### src/rtl/counter_pkg.sv
// Shared definitions for the bounded up/down counter family: boundary modes and
// a binary-to-Gray helper sized for the widest supported counter.
package counter_pkg;

    localparam int unsigned MAX_WIDTH = 16;

    localparam logic MODE_WRAP = 1'b0;
    localparam logic MODE_SAT  = 1'b1;

    // Callers narrower than MAX_WIDTH zero-extend in and truncate out.
    function automatic logic [MAX_WIDTH-1:0] bin2gray(input logic [MAX_WIDTH-1:0] bin);
        return bin ^ (bin >> 1);
    endfunction

endpackage

### src/rtl/gray_reg.sv
// Registers the Gray-coded copy of the counter from its next-state binary value,
// so the Gray output changes on the same edge as the binary count.
module gray_reg
    import counter_pkg::*;
#(
    parameter int unsigned WIDTH = 4
) (
    input  logic             clk,
    input  logic             rst,
    input  logic [WIDTH-1:0] bin_next,
    output logic [WIDTH-1:0] gray
);

    logic [WIDTH-1:0] gray_next;

    assign gray_next = WIDTH'(bin2gray(MAX_WIDTH'(bin_next)));

    always_ff @(posedge clk) begin
        if (rst) begin
            gray <= '0;
        end else begin
            gray <= gray_next;
        end
    end

endmodule

### src/rtl/mod_updown_counter.sv
// WIDTH-bit modulo-MODULUS up/down counter with load, wrap/saturate boundary
// handling, a registered terminal-count pulse, sticky overflow and Gray output.
module mod_updown_counter
    import counter_pkg::*;
#(
    parameter int unsigned WIDTH   = 4,
    parameter int unsigned MODULUS = 16
) (
    input  logic             clk,
    input  logic             rst,
    input  logic             x,
    input  logic             up,
    input  logic             load,
    input  logic [WIDTH-1:0] din,
    input  logic             sat,
    input  logic             clr_ovf,
    output logic [WIDTH-1:0] z,
    output logic [WIDTH-1:0] z_gray,
    output logic             tc,
    output logic             ovf
);

    localparam int unsigned CW = WIDTH + 1;

    generate
        if (WIDTH < 2 || WIDTH > 16) begin : g_bad_width
            $error("mod_updown_counter: WIDTH must be in 2..16");
        end
        if (MODULUS < 2 || MODULUS > (32'd1 << WIDTH)) begin : g_bad_modulus
            $error("mod_updown_counter: MODULUS must be in 2..2^WIDTH");
        end
    endgenerate

    logic [CW-1:0]    z_ext;
    logic [CW-1:0]    top_val;
    logic [WIDTH-1:0] z_next;
    logic             boundary;

    assign z_ext   = {1'b0, z};
    assign top_val = CW'(MODULUS - 1);

    // Next-state mux: load beats count; boundary handling depends on sat.
    always_comb begin
        z_next   = z;
        boundary = 1'b0;
        if (load) begin
            if ({1'b0, din} < CW'(MODULUS)) begin
                z_next = din;
            end else begin
                z_next = WIDTH'(top_val);
            end
        end else if (x) begin
            boundary = up ? (z_ext == top_val) : (z_ext == '0);
            if (boundary) begin
                if (sat == MODE_WRAP) begin
                    z_next = up ? '0 : WIDTH'(top_val);
                end
            end else if (up) begin
                z_next = WIDTH'(z_ext + CW'(1));
            end else begin
                z_next = WIDTH'(z_ext - CW'(1));
            end
        end
    end

    always_ff @(posedge clk) begin
        if (rst) begin
            z   <= '0;
            tc  <= 1'b0;
            ovf <= 1'b0;
        end else begin
            z   <= z_next;
            tc  <= boundary;
            ovf <= boundary | (ovf & ~clr_ovf);
        end
    end

    gray_reg #(
        .WIDTH(WIDTH)
    ) u_gray_reg (
        .clk     (clk),
        .rst     (rst),
        .bin_next(z_next),
        .gray    (z_gray)
    );

endmodule

### config.mk
export PLATFORM = sky130hd
export DESIGN_NAME = mod_updown_counter
export DESIGN_NICKNAME = d
export VERILOG_FILES = /design/src/rtl/counter_pkg.sv /design/src/rtl/gray_reg.sv /design/src/rtl/mod_updown_counter.sv
export SDC_FILE = /design/constraint.sdc
export NUM_CORES = 1
export LEC_CHECK = 0
export CORE_MARGIN = 1
export CORE_UTILIZATION = 42
export CTS_CLUSTER_SIZE = 30
export DETAILED_ROUTE_END_ITERATION = 8
export PLACE_DENSITY = 0.86
export SLEW_MARGIN = 20
export SYNTH_ARGS = -nofsm -noshare
export SYNTH_HDL_FRONTEND = slang
export SYNTH_SLANG_ARGS = --single-unit
export TNS_END_PERCENT = 50
### constraint.sdc
create_clock -name clk -period 1.98 [get_ports clk]
set_input_delay 0.396 -clock clk [delete_from_list [all_inputs] [get_ports clk]]
set_output_delay 0.396 -clock clk [all_outputs]
set_load 0.02 [all_outputs]
; Yosys cells after proc, flatten, opt, wreduce, memory -nomap -nowiden
; Index checks and enable logic that the tools add are counted.
[totals]
latchBits = 0
inputBits = 11
mem_bits_ro = 0
ramBits = 0
n_memories = 0
reg_bits = 10
wordCells = 21
[op_classes]
n_mux = 9
eq_ne = 1
mul = 0
reduce_logical = 1
n_bitwise = 4
addsub = 2
n_shift = 0
magnitude_cmp = 0
div = 0
[op_table]
columns = operator, count
row1 = 4-bit two-way mux, 6
row2 = 5-bit zero test, 1
row3 = 4-bit by 1-bit adder with 4-bit output (second input constant), 1
row4 = 4-bit equality test (second input constant), 1
row5 = 4-bit by 1-bit subtractor with 4-bit output (second input constant), 1
row6 = 4-bit by 3-bit XOR with 4-bit output, 1
row7 = 1-bit two-way mux, 3
row8 = 1-bit bitwise AND, 1
row9 = 1-bit NOT, 1
row10 = 1-bit OR, 1

; Logic depth before layout (Yosys ltp)
[depth]
depth_word = 6
mapped_depth = 8
depth_no_buf = 8

; Modules after synthesis
; From an unflattened synthesis, not the netlist that was laid out.
[unflattened]
hier_cells = 67
area_unflattened_um2 = 589.3
[by_module_without_submodules]
columns = mod, instances, cells_each, area_per_inst_um2
row1 = mod_updown_counter, 1, 56, 465.4
row2 = gray_reg, 1, 11, 123.9

; Worst setup path before layout
; No wires, ideal clock.
[synth_timing]
path_type = reg2reg
start = reg z[0]
end = reg u_gray_reg.gray[1]
period_less_slack_ns = 1.911
path_slack_ns = 0.069
path_stages_with_launch = 8
setup_ns = 0.126
t_arrival_ns = 1.785
cell_sequence = dfxtp_1 -> inv_1 -> fa_1 -> xor2_1 -> a21oi_2 -> a21oi_4 -> xor2_1 -> nor2_1
[synth_via]
elab_chain_len = 6
elab_cells_between_ends = 10
cone_classes = 2 x add/sub / 1 x eq/ne / 5 x mux / 1 x bitwise / 1 x reduce/logical
[synth_rtl]
columns = item, line_no
row1 = from (decl), mod_updown_counter.sv:17  ; output logic [WIDTH-1:0] z,
row2 = from (signal assigned), mod_updown_counter.sv:72  ; z <= z_next;
row3 = 4-bit by 1-bit subtractor with 4-bit output (tied with other cells), mod_updown_counter.sv:61  ; z_next = WIDTH'(z_ext - CW'(1));
row4 = 4-bit two-way mux or 1-bit two-way mux (tied branches), "mod_updown_counter.sv:58, mod_updown_counter.sv:53"
row5 = 4-bit two-way mux *, mod_updown_counter.sv:54  ; if (boundary) begin
row6 = 4-bit two-way mux *, mod_updown_counter.sv:52  ; end else if (x) begin
row7 = 4-bit two-way mux *, mod_updown_counter.sv:46  ; if (load) begin
row8 = 4-bit by 3-bit XOR with 4-bit output *, counter_pkg.sv:12  ; return bin ^ (bin >> 1);
row9 = to (signal assigned), gray_reg.sv:22  ; gray <= gray_next;
row10 = to (decl), gray_reg.sv:11  ; output logic [WIDTH-1:0] gray
; Every way passes the cells marked *; elsewhere a longest branch is shown, timed or not.
; A chain may end at the register's enable or synchronous reset.

; Worst setup path after layout
[layout_timing]
start = reg z[2]
end = out z[2]
; No word-level cell between the ends.

==> results.toml <==
[clocking]
cts_setup_buffers = 0
worstSkewPairLatency_ns = 0.26
clkTransAtPathRegs_ns = 0.06
cts_sinks = 9
cts_tree = "built"
cts_buffers = 3
postCtsHoldBufs = 0
cts.htree.levels = 1
root_buffer = "clkbuf_4"
clockBufferDepth = 2

[synthesis]
syn_avg_cell_area_sq_um = 9.07
syn-cell-area_sq_um = 581
synthArstFlopShare = 0
synth_top_flop_cell = "dfxtp_1"
yosysWarningCount = 0
synth-seq-cells = 9
synth_cell_types = 30
synth-edff-count = 0
synth_seq_area_share = 0.310
synth_fp_nets = 78
synth_cells = 64

[setup_path]
rrSetupSlack_ns = 0.23
r2r_cells = 7
r2r-start = "z[1]"
required_ns = 1.58
cp_top_family = "buffers and inverters"
critPathKind = "reg -> out"
worstPathCellList = "clkdlybuf4s50_1"
critical_path_buf_inv_count = 1
slowest_stage = "clkdlybuf4s50_1"
critPathLaunch = "z[2]"
critPathLaunchType = "register"
r2r_end = "u_gray_reg.gray[1]"
critical_path_arrival_ns = 1.39
critical_path.max_stage_delay_ns = 0.66
end_kind = "primary output"
cp_max_fo = 5

[timing]
max_freq_mhz = 560
setup_violations = 0
min_period_over_period = 0.903
clock_skew_ns = 0.00265
holdWs_ns = 0.453
min_period_ns = 1.79
finalHoldViolCount = 0
setup_tns_ns = 0
slew_viol_final = 0
slew_headroom = 0.773
worst_pin_slew_ns = 0.340
rsz0062_at_grt = "no"

[detailed_routing]
wirelength_um = 1340
dr_total_vias = 553
post_drt_via_cell_ratio = 5.17
dr.pass1.iters = 4
first_iter_violations = 7
detail-route-antenna-nets = 0
wl_per_cell_um = 12.5
drc_errors = 0

[placement]
dpl.hpwl_um = 1080
gp_congestion = 0.832
place_area_sq_um = 837
dp_cells = 103
portBuffers = 20

[final_layout]
fillCellCount = 110
num-nets-final = 107
layout-drive-gt1-share = 0.239
fin_util = 0.674
syn_to_final_growth_pct = 51.1
n_antenna_cell = 0
largest_register_ffs = 4
final_area_sq_um = 877
stdcell_count = 107

[min_path]
hold_class = "reg -> reg"
worstHoldPathCells = 1
hp-start = "ovf"
whs_endpoint = "ovf"

[outcome]
status = "completed"

[floorplan]
coreArea_sq_um = 1300
ios = 21
die_height_um = 39.2
start_util = 0.446
dieArea_sq_um = 1540
die_x_um = 39.2
row_count = 13

[grt]
grt_pass1_wl_um = 2010
antenna_found_initial = 0
first_global_vias = 474
grt_usage = 0.202
grt_overflow = 0
grt_max_degree = 10

[power]
power_leakage_nw = 0.367
peakVddDrop_uv = 539
power_density_nw_per_um2 = 657

[run]
maxCapViolations = 0
==> metrics by stage <==
stage	worst slack [ns]	power, mW
final	0.193	0.576
after global routing	0.101	0.608
after CTS	0.0212	0.577
after detailed placement	-0.283	0.432
after global placement	-0.254	0.425
after floorplan	0.0689	0.342
==> cells in the final DEF, fill, tap and decap left out, types with 3 or more instances in the layout <==
cell type | Yosys | layout
dfxtp_1 | 9 | 9
a21o_1 | 3 | 3
clkbuf_4 | 0 | 3
nor2_1 | 10 | 10
xor2_1 | 3 | 3
clkdlybuf4s50_1 | 0 | 19
buf_4 | 1 | 7
nand2_1 | 4 | 4
==> how the worst max path moves through the flow <==
stage / end / slack [ns] / depth (start not counted)
4_1_cts: u_gray_reg.gray[2] / 0.02 / 9
3_5_place_dp: u_gray_reg.gray[2] / -0.28 / 9
2_1_floorplan: u_gray_reg.gray[1] / 0.07 / 7
3_3_place_gp: u_gray_reg.gray[2] / -0.25 / 9
5_1_grt: z[3] / 0.10 / 1
6_report: z[2] / 0.19 / 1
==> area by class of cell <==
| type | instances | area [sq um] | area share |
|---|---|---|---|
| Clock buffer | 4 | 26.3 | 0.0300 |
| Tap cell | 15 | 18.8 | 0.0214 |
| Sequential cell | 9 | 180 | 0.205 |
| Inverter | 3 | 11.3 | 0.0128 |
| Multi-Input combinational cell | 49 | 385 | 0.439 |
| Timing Repair Buffer | 27 | 255 | 0.291 |
==> routing by layer <==
metal  share of wire  global-route usage  wire, um  up-vias
li1                -                   -         -      278
met5               0                   0         0        -
met3           0.034              0.0867        45        3
met4           0.012              0.0517        16        0
met2            0.53               0.342       707       14
met1            0.43               0.228       571      258
==> cells by family (layout without fill, tap and decap cells) <==
kind of cell / after synthesis / after routing / share of synthesized area
compound gates: 16 / 16 / 0.231
xor+xnor: 6 / 6 / 0.0905
flops: 9 / 9 / 0.310
fa+ha+maj: 3 / 3 / 0.0776
buf+inv: 6 / 34 / 0.0453
simple gates: 24 / 24 / 0.246
==> cell usage after synthesis (2+ instances only) <==
library cell  number  share of area
a21o_1             3          0.039
a21oi_1            2          0.017
a22oi_2            2          0.043
clkbuf_1           2          0.013
dfxtp_1            9           0.31
ha_1               2          0.043
inv_1              3          0.019
nand2_1            4          0.026
nand2b_1           2          0.022
nand3_1            2          0.017
nor2_1            10          0.065
xnor2_1            3          0.045
xor2_1             3          0.045
==> where the power goes <==
part	internal, mW	leakage, nW	switching, mW
Combinational	0.114	0.277	0.108
Clock	0.0776	0.0150	0.0639
Sequential	0.199	0.0743	0.0141
==> timing repair <==
action / 4_1_cts / 5_1_grt
pin swaps: 0 / 4
resized for setup: 1 / 3
setup endpoints to repair: 1 / 2
Note: power is estimated with default switching activity, not from simulation.
